### src/rtl/clk_period_meter.sv
//-----------------------------------------------------------------------------
// clk_period_meter
//
// Measures the period of a slow square wave in clk_in cycles. The wave is
// synchronised, rising edges are detected, and the number of cycles between
// consecutive rising edges is captured into a one-entry output buffer that is
// drained over a valid/ready handshake.
//
// Parameters
//   WIDTH        divider load width; the period is PW = WIDTH+2 bits wide
//   SYNC_STAGES  synchroniser depth on sig_in (2..4)
//
// Ports
//   clk_in        single clock, all logic on posedge
//   rst_n         asynchronous active-low reset
//   sig_in        wave to measure, asynchronous to clk_in
//   enable        1 = measure, 0 = abort to IDLE and clear the count
//   period_out    captured period in clk_in cycles
//   period_valid  period_out holds an unconsumed measurement
//   period_ready  consumer accepts when valid && ready
//   period_ovf    captured count was saturated
//   stalled       live count is saturated (no edge seen for 2^PW-1 cycles)
//   dropped       sticky: a capture was discarded because the buffer was full
//-----------------------------------------------------------------------------
`timescale 1ns/1ps
module clk_period_meter #(
    parameter int WIDTH       = 24,
    parameter int SYNC_STAGES = 2
) (
    input  logic             clk_in,
    input  logic             rst_n,
    input  logic             sig_in,
    input  logic             enable,
    output logic [WIDTH+1:0] period_out,
    output logic             period_valid,
    input  logic             period_ready,
    output logic             period_ovf,
    output logic             stalled,
    output logic             dropped
);

    localparam int            PW      = WIDTH + 2;
    localparam logic [PW-1:0] CNT_MAX = '1;
    localparam logic [PW-1:0] CNT_ONE = PW'(1);

    typedef enum logic [1:0] {
        IDLE    = 2'd0,
        ARM     = 2'd1,
        MEASURE = 2'd2
    } state_t;

    //-------------------------------------------------------------------------
    // Synchroniser plus one delay flop for edge detection
    //-------------------------------------------------------------------------
    logic [SYNC_STAGES-1:0] sync_reg;
    logic                   d_reg;
    logic                   rise;

    always_ff @(posedge clk_in or negedge rst_n) begin
        if (!rst_n) begin
            sync_reg <= '0;
            d_reg    <= 1'b0;
        end else begin
            sync_reg <= {sync_reg[SYNC_STAGES-2:0], sig_in};
            d_reg    <= sync_reg[SYNC_STAGES-1];
        end
    end

    assign rise = sync_reg[SYNC_STAGES-1] & ~d_reg;

    //-------------------------------------------------------------------------
    // Measurement FSM and saturating counter
    //-------------------------------------------------------------------------
    state_t         state_reg, state_next;
    logic [PW-1:0]  cnt_reg, cnt_next;
    logic           capture;

    always_ff @(posedge clk_in or negedge rst_n) begin
        if (!rst_n) begin
            state_reg <= IDLE;
            cnt_reg   <= '0;
        end else begin
            state_reg <= state_next;
            cnt_reg   <= cnt_next;
        end
    end

    always_comb begin
        state_next = state_reg;
        cnt_next   = cnt_reg;
        capture    = 1'b0;
        if (!enable) begin
            // enable has priority over a rise arriving in the same cycle
            state_next = IDLE;
            cnt_next   = '0;
        end else begin
            case (state_reg)
                IDLE: begin
                    cnt_next   = '0;
                    state_next = ARM;
                end
                ARM: begin
                    // First edge only starts the count; nothing is captured
                    if (rise) begin
                        cnt_next   = CNT_ONE;
                        state_next = MEASURE;
                    end
                end
                MEASURE: begin
                    if (rise) begin
                        // cnt holds the number of cycles since the last rise
                        capture  = 1'b1;
                        cnt_next = CNT_ONE;
                    end else if (cnt_reg != CNT_MAX) begin
                        cnt_next = cnt_reg + CNT_ONE;
                    end
                end
                default: begin
                    state_next = IDLE;
                    cnt_next   = '0;
                end
            endcase
        end
    end

    //-------------------------------------------------------------------------
    // One-entry output buffer
    //-------------------------------------------------------------------------
    logic [PW-1:0] out_reg;
    logic          valid_reg;
    logic          ovf_reg;
    logic          dropped_reg;
    logic          load;

    // A capture is accepted when the buffer is empty or is being drained in
    // this very cycle; otherwise the old value is kept and the new one lost.
    assign load = capture & (~valid_reg | period_ready);

    always_ff @(posedge clk_in or negedge rst_n) begin
        if (!rst_n) begin
            out_reg   <= '0;
            ovf_reg   <= 1'b0;
            valid_reg <= 1'b0;
        end else if (load) begin
            out_reg   <= cnt_reg;
            ovf_reg   <= (cnt_reg == CNT_MAX);
            valid_reg <= 1'b1;
        end else if (valid_reg && period_ready) begin
            valid_reg <= 1'b0;
        end
    end

    always_ff @(posedge clk_in or negedge rst_n) begin
        if (!rst_n) begin
            dropped_reg <= 1'b0;
        end else if (!enable) begin
            dropped_reg <= 1'b0;
        end else if (capture && valid_reg && !period_ready) begin
            dropped_reg <= 1'b1;
        end
    end

    assign period_out   = out_reg;
    assign period_valid = valid_reg;
    assign period_ovf   = ovf_reg;
    assign dropped      = dropped_reg;
    assign stalled      = (state_reg == MEASURE) && (cnt_reg == CNT_MAX);

endmodule

### config.mk
export PLATFORM = sky130hd
export DESIGN_NAME = clk_period_meter
export DESIGN_NICKNAME = d
export VERILOG_FILES = /design/src/rtl/clk_period_meter.sv
export SDC_FILE = /design/constraint.sdc
export NUM_CORES = 1
export LEC_CHECK = 0
export ABC_CLOCK_PERIOD_IN_PS = 4500
export BUFFER_PORTS_ARGS = -buffer_cell sky130_fd_sc_hd__buf_2
export CAP_MARGIN = 20
export CORE_UTILIZATION = 52
export CTS_BUF_LIST = sky130_fd_sc_hd__clkbuf_2 sky130_fd_sc_hd__clkbuf_4 sky130_fd_sc_hd__clkbuf_8
export DETAILED_ROUTE_END_ITERATION = 16
export PLACE_DENSITY = 0.72
export SYNTH_ARGS = -nofsm -noshare
export SYNTH_HDL_FRONTEND = slang
export SYNTH_SLANG_ARGS = --single-unit
export TNS_END_PERCENT = 5
### constraint.sdc
create_clock -name clk_in -period 4.5 [get_ports clk_in]
set_input_delay 0.225 -clock clk_in [delete_from_list [all_inputs] [get_ports clk_in]]
set_output_delay 0.225 -clock clk_in [all_outputs]
set_load 0.01 [all_outputs]
==> summary.md, run 1 <==
The logs give 315 for the final net count and 2 for the maximum clock path buffer count. The number of antenna violations at the first check in global routing is 0. Adding up every negative setup slack in the final design gives 0 ns. In the synthesized netlist the dominant register cell turns out to be sky130_fd_sc_hd__dfrtp_1. The power density over the cells was 370 nW/um^2; the effective utilization at floorplan was 54.1%. Kind of start point of the critical path: a flip-flop.

STA puts the critical path data arrival time at 2.78 ns. The number of cells traversed by the worst register-to-register path works out to 8. TritonCTS built the clock tree. After detailed placement, the design holds a cell count of 365. For the pin with the worst max-slew slack, the measured transition is 0.852 ns. The tree built by TritonCTS fans out to 60 sinks. Standard cell area after detailed placement: 3210 um^2.

The first detailed-routing pass took 5 iterations. After floorplanning, the core was divided into 27 placement rows. The first routing iteration left 163 violations.

The floorplan step defined a die boundary enclosing 6040 um^2. The die is 77.7 um wide. The number of buffer cells added on primary ports was 34; the pin count of the biggest net entering global routing was 61. Total power for the finished layout comes to 1.26 mW.

The final HPWL from detailed placement came out at 3970 um. The average wire per cell in the routed design was 15.4 um; the die outline height was 77.7 um. The synthesized design contains 0 enable-type register cells. Via count of the first global-routing pass: 2142. The post-cts resize count was 0. The fraction of the cycle the final worst path needs works out to 55.9%. The flow ran to the end, and the final reports show no timing, DRC or antenna violations. Along the worst path, the maximum fanout reaches 17.

The wire length after detailed routing came out at 5860 um. The number of nets handed over by synthesis was 278. The post-place setup slack is 2.07 ns, and the maximum vdd drop is 0.211 mV. For the met3 demand-to-capacity share in global routing, the log shows 5.65%. In this run the count of I/O pins placed on the die edge is 35.

Based on the critical path, the design can be clocked at up to 398 MHz. The first global-routing pass estimated 10300 um of wire. The tightest hold path in the finished design has a slack of 0.0182 ns.

The number of hold violations in the final report is 0. The worst setup path is captured at a flip-flop. Once layout is complete, the utilization of the core stands at 62.0%. The tools report the count of final setup violators as 0.

After clock tree synthesis, the clock-pin slew on the worst setup and hold paths is 0.07 ns. The cell area that synthesis handed to floorplanning was 2980 um^2. The detail route stage leaves a number of antenna-violating nets equal to 0. The area of all placed cells without fillers is 3410 um^2, and the synthesized instance count is 268. The residual overflow from global routing was 0. The worst setup path category is flip-flop to flip-flop.

For this run, the number of standard cells in the final layout without fillers is 382. 0 antenna diodes ended up in the layout. The sequential area share after synthesis was 50.4%; the smallest setup slack after layout was 1.99 ns. For the detailed-route DRC error count, the log shows 0. The smallest clock period supported by the final layout is computed as 2.51 ns.

The congestion estimate from routability-driven global placement came to 0.810. The setup clock skew after layout came out at 0.00780 ns. CTS buffer count: 9.

The clock tree synthesis step divided the H-tree into 3 levels. Measured against its own limit, the worst slew margin works out to 42.8%. The tools report the final count of pins violating max slew as 0.

The netlist uses 53 different library cells. Each instance of the synthesized netlist takes up on average 11.1 um^2. Register bit count reported by yosys: 60. The clock latency on the worst-skew pair is 0.35 ns, and the layout overhead on the synthesized area is 14.5%. At the worst endpoint, the required time is 4.76 ns. The min-delay analysis places its worst path in the category input port to async pin.

In the final layout, the share of cells above drive strength 1 is 30.6%. Global routing used 32.3% of the available met2 tracks. Setup repair after global routing left no endpoint under its margin. In the global route stage, met1 resource usage came out at 31.1%. The root buffer selected by CTS is sky130_fd_sc_hd__clkbuf_8.

Core area: 5510 um^2. The most crowded layer after global routing was met2. The number of violations of the max-capacitance limit was 0; the average vias per placed instance was 5.78. During synthesis, Yosys emitted a total of 0 warnings. The detailed router placed 2207 vias in this run. The logs give 22.0% for the all-layer global routing usage and 1.62 nW for the standby leakage power. Async set-or-reset flop fraction in the synthesized netlist: 100%.
==> where the power goes <==
group	leakage, nW	internal, mW	switching (mW)
Combinational	0.683	0.0683	0.165
Clock	0.104	0.263	0.203
Sequential	0.830	0.553	0.0110
Total	1.62	0.884	0.379
==> synth_stat cells (2+ instances only) <==
cell / count / share of area, %
sky130_fd_sc_hd__o2111ai_1: 5 / 1.5
sky130_fd_sc_hd__nand3_1: 11 / 1.8
sky130_fd_sc_hd__xor2_1: 3 / 0.88
sky130_fd_sc_hd__and4_1: 3 / 0.88
sky130_fd_sc_hd__a221oi_1: 2 / 0.59
sky130_fd_sc_hd__nor2_1: 16 / 2.0
sky130_fd_sc_hd__o21a_1: 2 / 0.50
sky130_fd_sc_hd__and3_2: 2 / 0.50
sky130_fd_sc_hd__dfrtp_1: 60 / 50
sky130_fd_sc_hd__and2_1: 2 / 0.42
sky130_fd_sc_hd__ha_1: 5 / 2.1
sky130_fd_sc_hd__buf_2: 5 / 0.84
sky130_fd_sc_hd__a2111o_1: 4 / 1.5
sky130_fd_sc_hd__nand4_1: 8 / 1.7
sky130_fd_sc_hd__nand2b_1: 3 / 0.63
sky130_fd_sc_hd__or2_2: 2 / 0.42
sky130_fd_sc_hd__inv_1: 3 / 0.38
sky130_fd_sc_hd__a21oi_1: 19 / 3.2
sky130_fd_sc_hd__nor4_1: 2 / 0.42
sky130_fd_sc_hd__clkbuf_1: 5 / 0.63
sky130_fd_sc_hd__mux2i_1: 11 / 3.7
sky130_fd_sc_hd__nor2b_1: 5 / 1.0
sky130_fd_sc_hd__nor3_1: 4 / 0.67
sky130_fd_sc_hd__o21ai_0: 4 / 0.67
sky130_fd_sc_hd__a31oi_1: 6 / 1.3
sky130_fd_sc_hd__a2bb2oi_1: 3 / 0.88
sky130_fd_sc_hd__nand2_1: 21 / 2.6
sky130_fd_sc_hd__mux2_2: 27 / 10
==> logic make-up (layout without fill, tap and decap cells) <==
logic type	count (synthesis)	count (layout)	synth area share (%)
AND/OR/NAND/NOR	89	89	16.8
flip-flops	60	60	50.4
AO/OA/AOI/OAI	56	56	13.2
multiplexers	38	38	13.9
buffers and inverters	17	59	2.77
adder cells (fa/ha/maj)	5	5	2.10
XOR/XNOR	3	3	0.882
==> cell usage in the layout (no fill, tap or decap), types with 5 or more instances in the layout <==
| master | Yosys | final |
|---|---|---|
| sky130_fd_sc_hd__a21oi_1 | 19 | 19 |
| sky130_fd_sc_hd__a31oi_1 | 6 | 6 |
| sky130_fd_sc_hd__buf_2 | 5 | 34 |
| sky130_fd_sc_hd__buf_4 | 1 | 5 |
| sky130_fd_sc_hd__clkbuf_8 | 0 | 12 |
| sky130_fd_sc_hd__dfrtp_1 | 60 | 60 |
| sky130_fd_sc_hd__ha_1 | 5 | 5 |
| sky130_fd_sc_hd__mux2_2 | 27 | 27 |
| sky130_fd_sc_hd__mux2i_1 | 11 | 11 |
| sky130_fd_sc_hd__nand2_1 | 21 | 21 |
| sky130_fd_sc_hd__nand3_1 | 11 | 11 |
| sky130_fd_sc_hd__nand4_1 | 8 | 8 |
| sky130_fd_sc_hd__nor2_1 | 16 | 15 |
| sky130_fd_sc_hd__nor2b_1 | 5 | 5 |
| sky130_fd_sc_hd__o2111ai_1 | 5 | 5 |
==> metal layers <==
layer,vias to the layer above,share of wire [%]
li1,1075,-
met4,0,1.7
met2,52,44
met3,13,4.2
met1,1067,50
met5,-,0
==> layout make-up <==
type | instances | area (um^2)
tap | 72 | 90.1
sequential | 60 | 1500
timing repair buffer | 40 | 218
multi-input combinational | 191 | 1400
fill | 462 | 2090
clock buffer | 15 | 188
clock inverter | 1 | 5.00
inverter | 3 | 11.3
==> worst paths after layout <==
path / start / end / slack (ns)
max in group asynchronous: rst_n / sync_reg[1] / 3.97
min: rst_n / dropped / 0.02
min in group clk_in: enable / state_reg[1] / 0.18
max: state_reg[0] / cnt_reg[14] / 1.99
max reg2reg: state_reg[0] / cnt_reg[14] / 1.99
min reg2reg: sync_reg[0] / sync_reg[1] / 0.35
==> critical path, cell delays in order, from the launching register on <==
cell and delay, ns:
sky130_fd_sc_hd__dfrtp_1 0.40, sky130_fd_sc_hd__inv_1 0.11, sky130_fd_sc_hd__ha_1 0.32, sky130_fd_sc_hd__nand4_1 0.13, sky130_fd_sc_hd__buf_4 0.21, sky130_fd_sc_hd__a211oi_1 0.73, sky130_fd_sc_hd__buf_4 0.28, sky130_fd_sc_hd__nand4_1 0.10
sky130_fd_sc_hd__mux2i_1 0.15
==> repair_timing <==
action                                 in CTS  in global routing
setup buffers                               0                  0
hold buffers                                1                  0
setup endpoints to repair                   0                  0
endpoints found under the hold margin       1                  0
(Power assumes the default switching activity.)
==> inputs of run 2 (changes only) <==
ABC_AREA = 1   (was not set)
ABC_CLOCK_PERIOD_IN_PS = 2200   (was 4500)
PLACE_DENSITY = 0.75   (was 0.72)
clock period = 2.2 ns   (was 4.5 ns; I/O delays follow)
==> run 2 against run 1 <==
Compared with the run above: critical path depth stayed put; die area grew 2.0%; worst hold slack gained 0.042 ns; wire length increased by 11%; sequential share of layout area fell by 1.8 points; final area grew 4.2%; clock power up 150%; sequential power increased by 100%; worst setup slack worse by 1.9 ns; non-clock buffer count grew 3; critical path type is now flip-flop to output pin.
==> summary.md, run 2 <==
The run finished with clean final reports. The cell area after synthesis came out at 3040 um^2 (was 2980 um^2). For the final net count, the log shows 422 (was 315). The cell type contributing the most total cell area after synthesis was sky130_fd_sc_hd__dfrtp_1 (unchanged). The root buffer selected by CTS is sky130_fd_sc_hd__clkbuf_8 (unchanged). The routed design could run at a clock period as short as 2.09 ns. The layout overhead on the synthesized area is 16.9% (was 14.5%). The synthesized-area fraction occupied by ao, oa, aoi and oai cells was 7.48% (was 13.2%); the synthesized instance count was 368 (was 268). For the warning count from the yosys run, the log shows 0 (unchanged).

The logs give 0 (unchanged) for the antenna diode count and 2.09 ns (was 4.76 ns) for the data required time at the worst endpoint. The endpoint kind of the worst setup timing path was an output pin (was a flip-flop). The final count of pins violating max slew is 0 (unchanged), and the average wire per cell in the routed design is 13.3 um (was 15.4 um). For the global routing met2 resource utilization, the log shows 34.8% (was 32.3%). The number of flops mapped to enable cells by yosys was 0 (unchanged); the standby leakage power was 1.71 nW (was 1.62 nW).

TritonCTS built the clock tree. The launch point of the worst reg-to-reg path is state_reg[0] (unchanged). The run gives 61 (unchanged) as the pin count of the biggest net entering global routing. The destination of the worst register-to-register timing path is cnt_reg[19] (was cnt_reg[14]). The simple-gate share of the synthesized area was 26.5% (was 16.8%).

The standard cell area after detailed placement is 3280 um^2 (was 3210 um^2). The most crowded layer after global routing was met2 (unchanged). The library cell with the highest instance count after synthesis was sky130_fd_sc_hd__nand2_1 (was sky130_fd_sc_hd__dfrtp_1).

The cell depth of the worst min-delay path is 4. The count of vias placed by the detailed router was 2485 (was 2207). For the residual overflow from global routing, the log shows 0 (unchanged). Actual transition at the worst max-transition pin: 0.345 ns (was 0.852 ns).

Top post-synthesis cells by count: 108 x sky130_fd_sc_hd__nand2_1, 60 x sky130_fd_sc_hd__dfrtp_1, 36 x sky130_fd_sc_hd__inv_1 (was 60 x sky130_fd_sc_hd__dfrtp_1, 27 x sky130_fd_sc_hd__mux2_2, 21 x sky130_fd_sc_hd__nand2_1). The async set-or-reset flop fraction in the synthesized netlist is 100% (unchanged), and the adder-cell share of the synthesized area is 2.06% (was 2.10%). The met3 demand-to-capacity share in global routing is 4.77% (was 5.65%), and the die outline height is 78.5 um (was 77.7 um). The core area is 5570 um^2 (was 5510 um^2), and the CTS buffer count is 9 (unchanged). Setup clock skew after layout: 0.00724 ns (was 0.00780 ns). Dividing the final minimum period by the clock period gives 95.0%. The critical path arrival was 1.98 ns (was 2.78 ns). Number of hold violations in the final report: 0 (unchanged).

The area of all placed cells without fillers is 3560 um^2 (was 3410 um^2), and the post-synthesis cell type count is 28 (was 53). The number of placement rows is 27 (unchanged). Kind of start point of the critical path: a flip-flop (unchanged). The worst setup path category was flip-flop to output pin (was flip-flop to flip-flop). The clock-pin slew reported for the worst setup and hold paths after clock tree synthesis was 0.06 ns (was 0.07 ns); the boundary pin count was 35 (unchanged).

The tools report the first-iteration detailed-routing DRC count as 169 (was 163). The power density over the cells came out at 729 nW/um^2 (was 370 nW/um^2). The detailed-routing iteration count for the pre-antenna-repair pass was 4 (was 5); the count of final setup violators was 0 (unchanged).

The average vias per placed instance is 5.08 (was 5.78), and the normalized max-slew margin is 77.0% (was 42.8%). The all-layer global routing usage was 23.8% (was 22.0%); the die outline width was 78.5 um (was 77.7 um). The run gives 3 (unchanged) as the depth of the CTS H-tree. Largest family of logic cells by synthesized area: simple AND/OR/NAND/NOR gates (unchanged). Maximum clock path buffer count: 2 (unchanged). Most common cell after layout, fill and taps aside: sky130_fd_sc_hd__nand2_1 (was sky130_fd_sc_hd__dfrtp_1). The multiplexer share of the synthesized area came out at 2.96% (was 13.9%). The post-route antenna net violation count is 0 (unchanged).

The first-pass GRT wire length was 11100 um (was 10300 um). Sink of the worst hold path: period_valid. The floorplan die area is 6160 um^2 (was 6040 um^2), and the wire length after detailed routing is 6500 um (was 5860 um). The run gives 0.441 mV (was 0.211 mV) as the maximum vdd drop. The sequential area share after synthesis came out at 49.3% (was 50.4%). The run gives 4610 um (was 3970 um) as the final HPWL from detailed placement.

In this run the most critical hold path is launched from period_ready. The number of instances in the placed design was 468 (was 365); the number of cells traversed by the worst register-to-register path was 9 (was 8). The via count of the first global-routing pass is 2398 (was 2142), and the clock latency on the worst-skew pair is 0.34 ns (was 0.35 ns). For the number of violations of the max-capacitance limit, the log shows 0 (unchanged). Classification of the worst-slack hold path: input port to flip-flop (was input port to async pin).

The most used flip-flop cell after synthesis was sky130_fd_sc_hd__dfrtp_1 (unchanged). The post-synthesis area per instance came out at 8.27 um^2 (was 11.1 um^2). The share of final-layout standard cells stronger than drive strength 1 was 18.9% (was 30.6%). Share of Yosys cell area claimed by the top area cell type: 49.3% (was 50.4%). The run gives 0.891 (was 0.810) as the final RePlAce weighted congestion.

Largest cells by area after synthesis: sky130_fd_sc_hd__dfrtp_1 49%, sky130_fd_sc_hd__nand2_1 13%, sky130_fd_sc_hd__inv_1 4.4%, sky130_fd_sc_hd__nor2_1 4.3%, sky130_fd_sc_hd__xor2_1 4.3% (was sky130_fd_sc_hd__dfrtp_1 50%, sky130_fd_sc_hd__mux2_2 10%, sky130_fd_sc_hd__mux2i_1 3.7%, sky130_fd_sc_hd__a21oi_1 3.2%, sky130_fd_sc_hd__nand2_1 2.6%). The met1 track utilization from global routing is 32.9% (was 31.1%). The effective utilization at floorplan was 54.6% (was 54.1%).

The worst-case register-to-register setup slack came out at 0.22 ns (was 1.99 ns). The register bit count reported by yosys is 60 (unchanged), and the detailed-route DRC error count is 0 (unchanged). The number of buffer cells added on primary ports came out at 34 (unchanged). The number of clock sinks seen by CTS was 60 (unchanged). The number of antenna violations at the first check in global routing is 0 (unchanged). The maximum fanout along the worst path is 6 (was 17).

The share of the synthesized netlist area taken by xor and xnor gates was 4.61% (was 0.882%). Top library cells by usage in the layout, fill and taps aside: 108 x sky130_fd_sc_hd__nand2_1, 60 x sky130_fd_sc_hd__dfrtp_1, 36 x sky130_fd_sc_hd__inv_1 (was 60 x sky130_fd_sc_hd__dfrtp_1, 34 x sky130_fd_sc_hd__buf_2, 27 x sky130_fd_sc_hd__mux2_2). The post-layout instance count excluding filler cells is 489 (was 382), and the number of nets in the synthesized netlist is 378 (was 278). The maximum clock rate is 479 MHz.
run 2: changes by cell type after synthesis, sizes merged, moves of 15 or more:
cell / delta
nor2: +24
nand2: +90
o21ai: +37
mux2: -19
nand3: +15
a21oi: -18
inv: +36
run 2: worst max-delay path, cell delays in order (launching register included):
cell and delay [ns]:
sky130_fd_sc_hd__dfrtp_1 0.38, sky130_fd_sc_hd__ha_1 0.23, sky130_fd_sc_hd__nand2_2 0.10, sky130_fd_sc_hd__nor2_4 0.14, sky130_fd_sc_hd__nand2_2 0.10, sky130_fd_sc_hd__nor2_4 0.18
sky130_fd_sc_hd__nand4_1 0.21, sky130_fd_sc_hd__nor2_1 0.16, sky130_fd_sc_hd__buf_2 0.15
run 2: how the worst max path moves through the flow:
stage / startpoint / end / slack, ns / cells after the start
detailed placement: cnt_reg[1] / cnt_reg[1] / 0.20 / 10
global placement: cnt_reg[1] / cnt_reg[1] / 0.33 / 10
floorplan: state_reg[0] / period_out[12] / 0.50 / 8
finish: cnt_reg[0] / stalled / 0.11 / 8
global route: cnt_reg[0] / stalled / -0.009 / 8
CTS: cnt_reg[1] / stalled / 0.07 / 8
run 2: area by class of cell:
cell class                 count  area (um^2)
tap                           72         90.1
fill                         486         2020
inverter                      39          146
timing repair buffer          43          255
sequential                    60         1500
multi-input combinational    259         1330
clock buffer                  12          165
clock inverter                 4         70.1
run 2: per-layer routing:
metal / part of all wire, % / vias up
met5: 0 / -
met2: 44 / 61
met4: 3.2 / 0
met3: 4.1 / 22
met1: 49 / 1148
li1: - / 1254
run 2: cell families after synthesis:
kind of cell,Yosys count
simple gates,186
flops,60
buf+inv,49
compound gates,44
xor+xnor,16
mux,8
fa+ha+maj,5
run 2: repair_timing:
action                     in CTS  in global routing
setup endpoints to repair       0                  2
hold buffers                    2                  0
setup buffers                   0                  3
hold endpoints to repair       61                  0
resized for setup               0                  0
run 2: report_power, final:
part,internal [mW],switching [mW]
logic,0.0812,0.204
clock network,0.726,0.424
registers,1.13,0.0219
run 2: stage by stage:
step	setup TNS [ns]	utilization [%]	power, mW	hold WS [ns]	setup WS (ns)
after floorplan	0	-	1.39	-0.186	0.499
after global placement	0	58.8	1.44	0.135	0.327
after detailed placement	0	58.8	1.46	0.141	0.199
after CTS	0	63.4	2.61	0.0417	0.0653
after global routing	-0.00938	63.8	2.70	0.0960	-0.00938
final	0	63.8	2.59	0.0603	0.111
==> inputs of run 3 (changes only) <==
ABC_CLOCK_PERIOD_IN_PS = 2009   (was 2200)
PLACE_DENSITY = 0.72   (was 0.75)
clock period = 2.01 ns   (was 2.2 ns; I/O delays follow)
==> run 3 against run 2 <==
Compared with the run above: count of clock-buffer cells in the layout up 1; sequential share of layout area decreased by 0.17 points; clock skew fell by 0.0026 ns; non-clock buffer count up 5; worst hold slack lost 0.021 ns; critical path type unchanged; largest power group unchanged.
==> summary.md, run 3 (synthesis results as in run 2) <==
The run gives 0.0393 ns (was 0.0603 ns) as the hold slack. The CTS buffer count was 9 (unchanged); the number of buffer cells added on primary ports was 34 (unchanged). The logs give 0 (unchanged) for the detailed-route DRC error count and 1.91 ns (was 2.09 ns) for the data required time at the worst endpoint. The all-layer global routing usage was 23.8% (about the same); the critical path arrival was 1.79 ns (was 1.98 ns). The kind of cell adding the most delay to the critical path was simple AND/OR/NAND/NOR gates (unchanged).

The maximum vdd drop was 0.395 mV (was 0.441 mV); the first-pass GRT wire length was 11100 um (about the same). The average wire per cell in the routed design is 12.9 um (was 13.3 um), and the average vias per placed instance is 5.06 (was 5.08). Maximum cell stage delay along the critical path: 0.42 ns (was 0.38 ns). The total negative slack for setup checks is 0 ns (unchanged).

Cell Chain, Critical Path: ha_4 > nand2_2 > nor2_4 > nand2_2 > nor2_4 > nand4_1 > nor2_1 > buf_2 (was ha_1 > nand2_2 > nor2_4 > nand2_2 > nor2_4 > nand4_1 > nor2_1 > buf_2). Static timing analysis puts the maximum clock frequency at 530 MHz. Of the available clock period, the critical path in the final layout requires 93.9%. The effective utilization at floorplan is 54.6% (unchanged). Classification of the worst-slack hold path: input port to flip-flop (unchanged). The post-place setup slack is 0.155 ns (was 0.199 ns), and the die outline height is 78.5 um (unchanged). The number of clock sinks seen by CTS was 60 (unchanged); the final net count was 427 (was 422).

The logs give 0.33 ns (was 0.34 ns) for the clock latency on the worst-skew pair and 0 (unchanged) for the post-route antenna net violation count. Launch point of the worst reg-to-reg path: state_reg[0] (unchanged). The number of hold violations in the final report was 0 (unchanged); the worst-case register-to-register setup slack was 0.20 ns (was 0.22 ns). Detailed-routing iteration count for the pre-antenna-repair pass: 4 (unchanged).

The endpoint kind of the worst setup timing path was an output pin (unchanged). The share of final-layout standard cells stronger than drive strength 1 was 20.2% (was 18.9%). Top library cells by usage in the layout, fill and taps aside: 108 x sky130_fd_sc_hd__nand2_1, 59 x sky130_fd_sc_hd__dfrtp_1, 36 x sky130_fd_sc_hd__inv_1 (was 108 x sky130_fd_sc_hd__nand2_1, 60 x sky130_fd_sc_hd__dfrtp_1, 36 x sky130_fd_sc_hd__inv_1).

For the number of placement rows, the log shows 27 (unchanged). Count of final setup violators: 0 (unchanged). The tools report the final RePlAce weighted congestion as 0.896 (was 0.891).

The destination of the worst register-to-register timing path was cnt_reg[2] (was cnt_reg[19]). The clock-pin slew reported for the worst setup and hold paths after clock tree synthesis works out to 0.06 ns (about the same). For the floorplan die area, the log shows 6160 um^2 (unchanged).

The standby leakage power was 1.72 nW (was 1.71 nW); the count of fill cells added during filler insertion was 499 (was 486). TritonCTS built the clock tree. The wire length after detailed routing was 6340 um (was 6500 um). The first-iteration detailed-routing DRC count was 263 (was 169); the smallest setup slack after layout was 0.122 ns (was 0.111 ns).

The normalized max-slew margin is 55.3% (was 77.0%), and the number of cells traversed by the worst register-to-register path is 9 (unchanged). The layout overhead on the synthesized area is 17.4% (was 16.9%). Pin count of the biggest net entering global routing: 47 (was 61).

The final count of pins violating max slew is 0 (unchanged). The most common cell after layout, fill and taps aside is sky130_fd_sc_hd__nand2_1 (unchanged). The depth of the CTS H-tree is 3 (unchanged). The sink of the worst hold path is period_valid (unchanged). The worst path needs 1.89 ns of the cycle, external delays included. Maximum fanout along the worst path: 3 (was 6). The setup clock skew after layout is 0.00464 ns (was 0.00724 ns).

The kind of start point of the critical path is a flip-flop (unchanged). The start point of the worst hold path was period_ready (unchanged). The logs give 5570 um^2 (unchanged) for the core area and 0 (unchanged) for the number of antenna violations at the first check in global routing.

The power density over the cells was 720 nW/um^2 (was 729 nW/um^2). Cell with the largest stage delay on the worst path: sky130_fd_sc_hd__dfrtp_1 (unchanged). The via count of the first global-routing pass is 2348 (was 2398). The tools report the boundary pin count as 35 (unchanged). The final HPWL from detailed placement was 4690 um (was 4610 um); the maximum clock path buffer count was 2 (unchanged). The actual transition at the worst max-transition pin came out at 0.671 ns (was 0.345 ns). The run gives 0 (unchanged) as the antenna diode count. The tools report the root buffer selected by CTS as sky130_fd_sc_hd__clkbuf_8 (unchanged).

The worst setup path category is flip-flop to output pin (unchanged). The count of vias placed by the detailed router was 2493 (was 2485); the number of violations of the max-capacitance limit was 0 (unchanged). The die outline width was 78.5 um (unchanged); the cell depth of the worst min-delay path was 4 (unchanged). The number of buffers and inverters on the critical path was 1 (unchanged); the residual overflow from global routing was 0 (unchanged).

The run finished with clean final reports.
## run 3: cell types whose count changed in the layout (fill, tap and decap cells not counted)
cell	before	now
sky130_fd_sc_hd__bufinv_16	2	0
sky130_fd_sc_hd__ha_1	5	4
sky130_fd_sc_hd__dfrtp_2	0	1
sky130_fd_sc_hd__clkbuf_8	12	11
sky130_fd_sc_hd__buf_4	6	9
sky130_fd_sc_hd__dfrtp_1	60	59
sky130_fd_sc_hd__clkbuf_4	0	2
sky130_fd_sc_hd__buf_12	1	3
sky130_fd_sc_hd__ha_4	0	1
## run 3: worst max-delay path by stage
stage               slack, ns          from        endpoint  depth (start not counted)
floorplan                0.31  state_reg[0]  period_out[12]                          8
finish                   0.12    cnt_reg[1]         stalled                          8
global route            -0.01    cnt_reg[1]         stalled                          8
CTS                     0.008    cnt_reg[1]         stalled                          8
detailed placement       0.16    cnt_reg[1]      cnt_reg[2]                         10
global placement         0.27    cnt_reg[1]     cnt_reg[20]                         10
## run 3: power by group
group	internal (mW)	leakage, nW	switching (mW)
sequential	1.24	0.828	0.0254
combinational	0.121	0.792	0.226
clock	0.531	0.0961	0.428
total	1.89	1.72	0.680
## run 3: stage by stage
stage	area, um^2	power, mW	cells	utilization [%]
after floorplan	3040	1.52	368	-
after global placement	3340	1.61	473	59.9
after detailed placement	3340	1.62	473	59.9
after CTS	3550	2.59	491	63.6
after global routing	3570	2.71	493	64.1
final	3570	2.57	493	64.1
## run 3: layer usage
metal  GRT usage, %  routed length (um)
met4           8.89                 102
met3           6.05                 299
met2           35.0                2780
met5              0                   0
met1           33.7                3160
## run 3: area by class of cell
cell class	instances	area (um^2)	area share [%]
clock buffers	13	166	4.66
flip-flops and latches	60	1500	42.1
inverters	39	146	4.10
multi-input cells	259	1340	37.5
repair buffers	48	318	8.89
well taps	72	90.1	2.52
clock inverters	2	10.0	0.280
## run 3: tightest hold or removal path, cell delays in order
cell                      delay [ns]
sky130_fd_sc_hd__buf_2          0.07
sky130_fd_sc_hd__nor2_1         0.04
sky130_fd_sc_hd__inv_1          0.06
sky130_fd_sc_hd__nand2_1        0.05
## run 3: what timing repair did
item | 4_1_cts | 5_1_grt
setup buffers | 1 | 2
endpoints found under the setup margin | 1 | 7
pin swaps | 0 | 2
hold endpoints to repair | 29 | 0
hold buffers | 2 | 0
resized for setup | 1 | 2
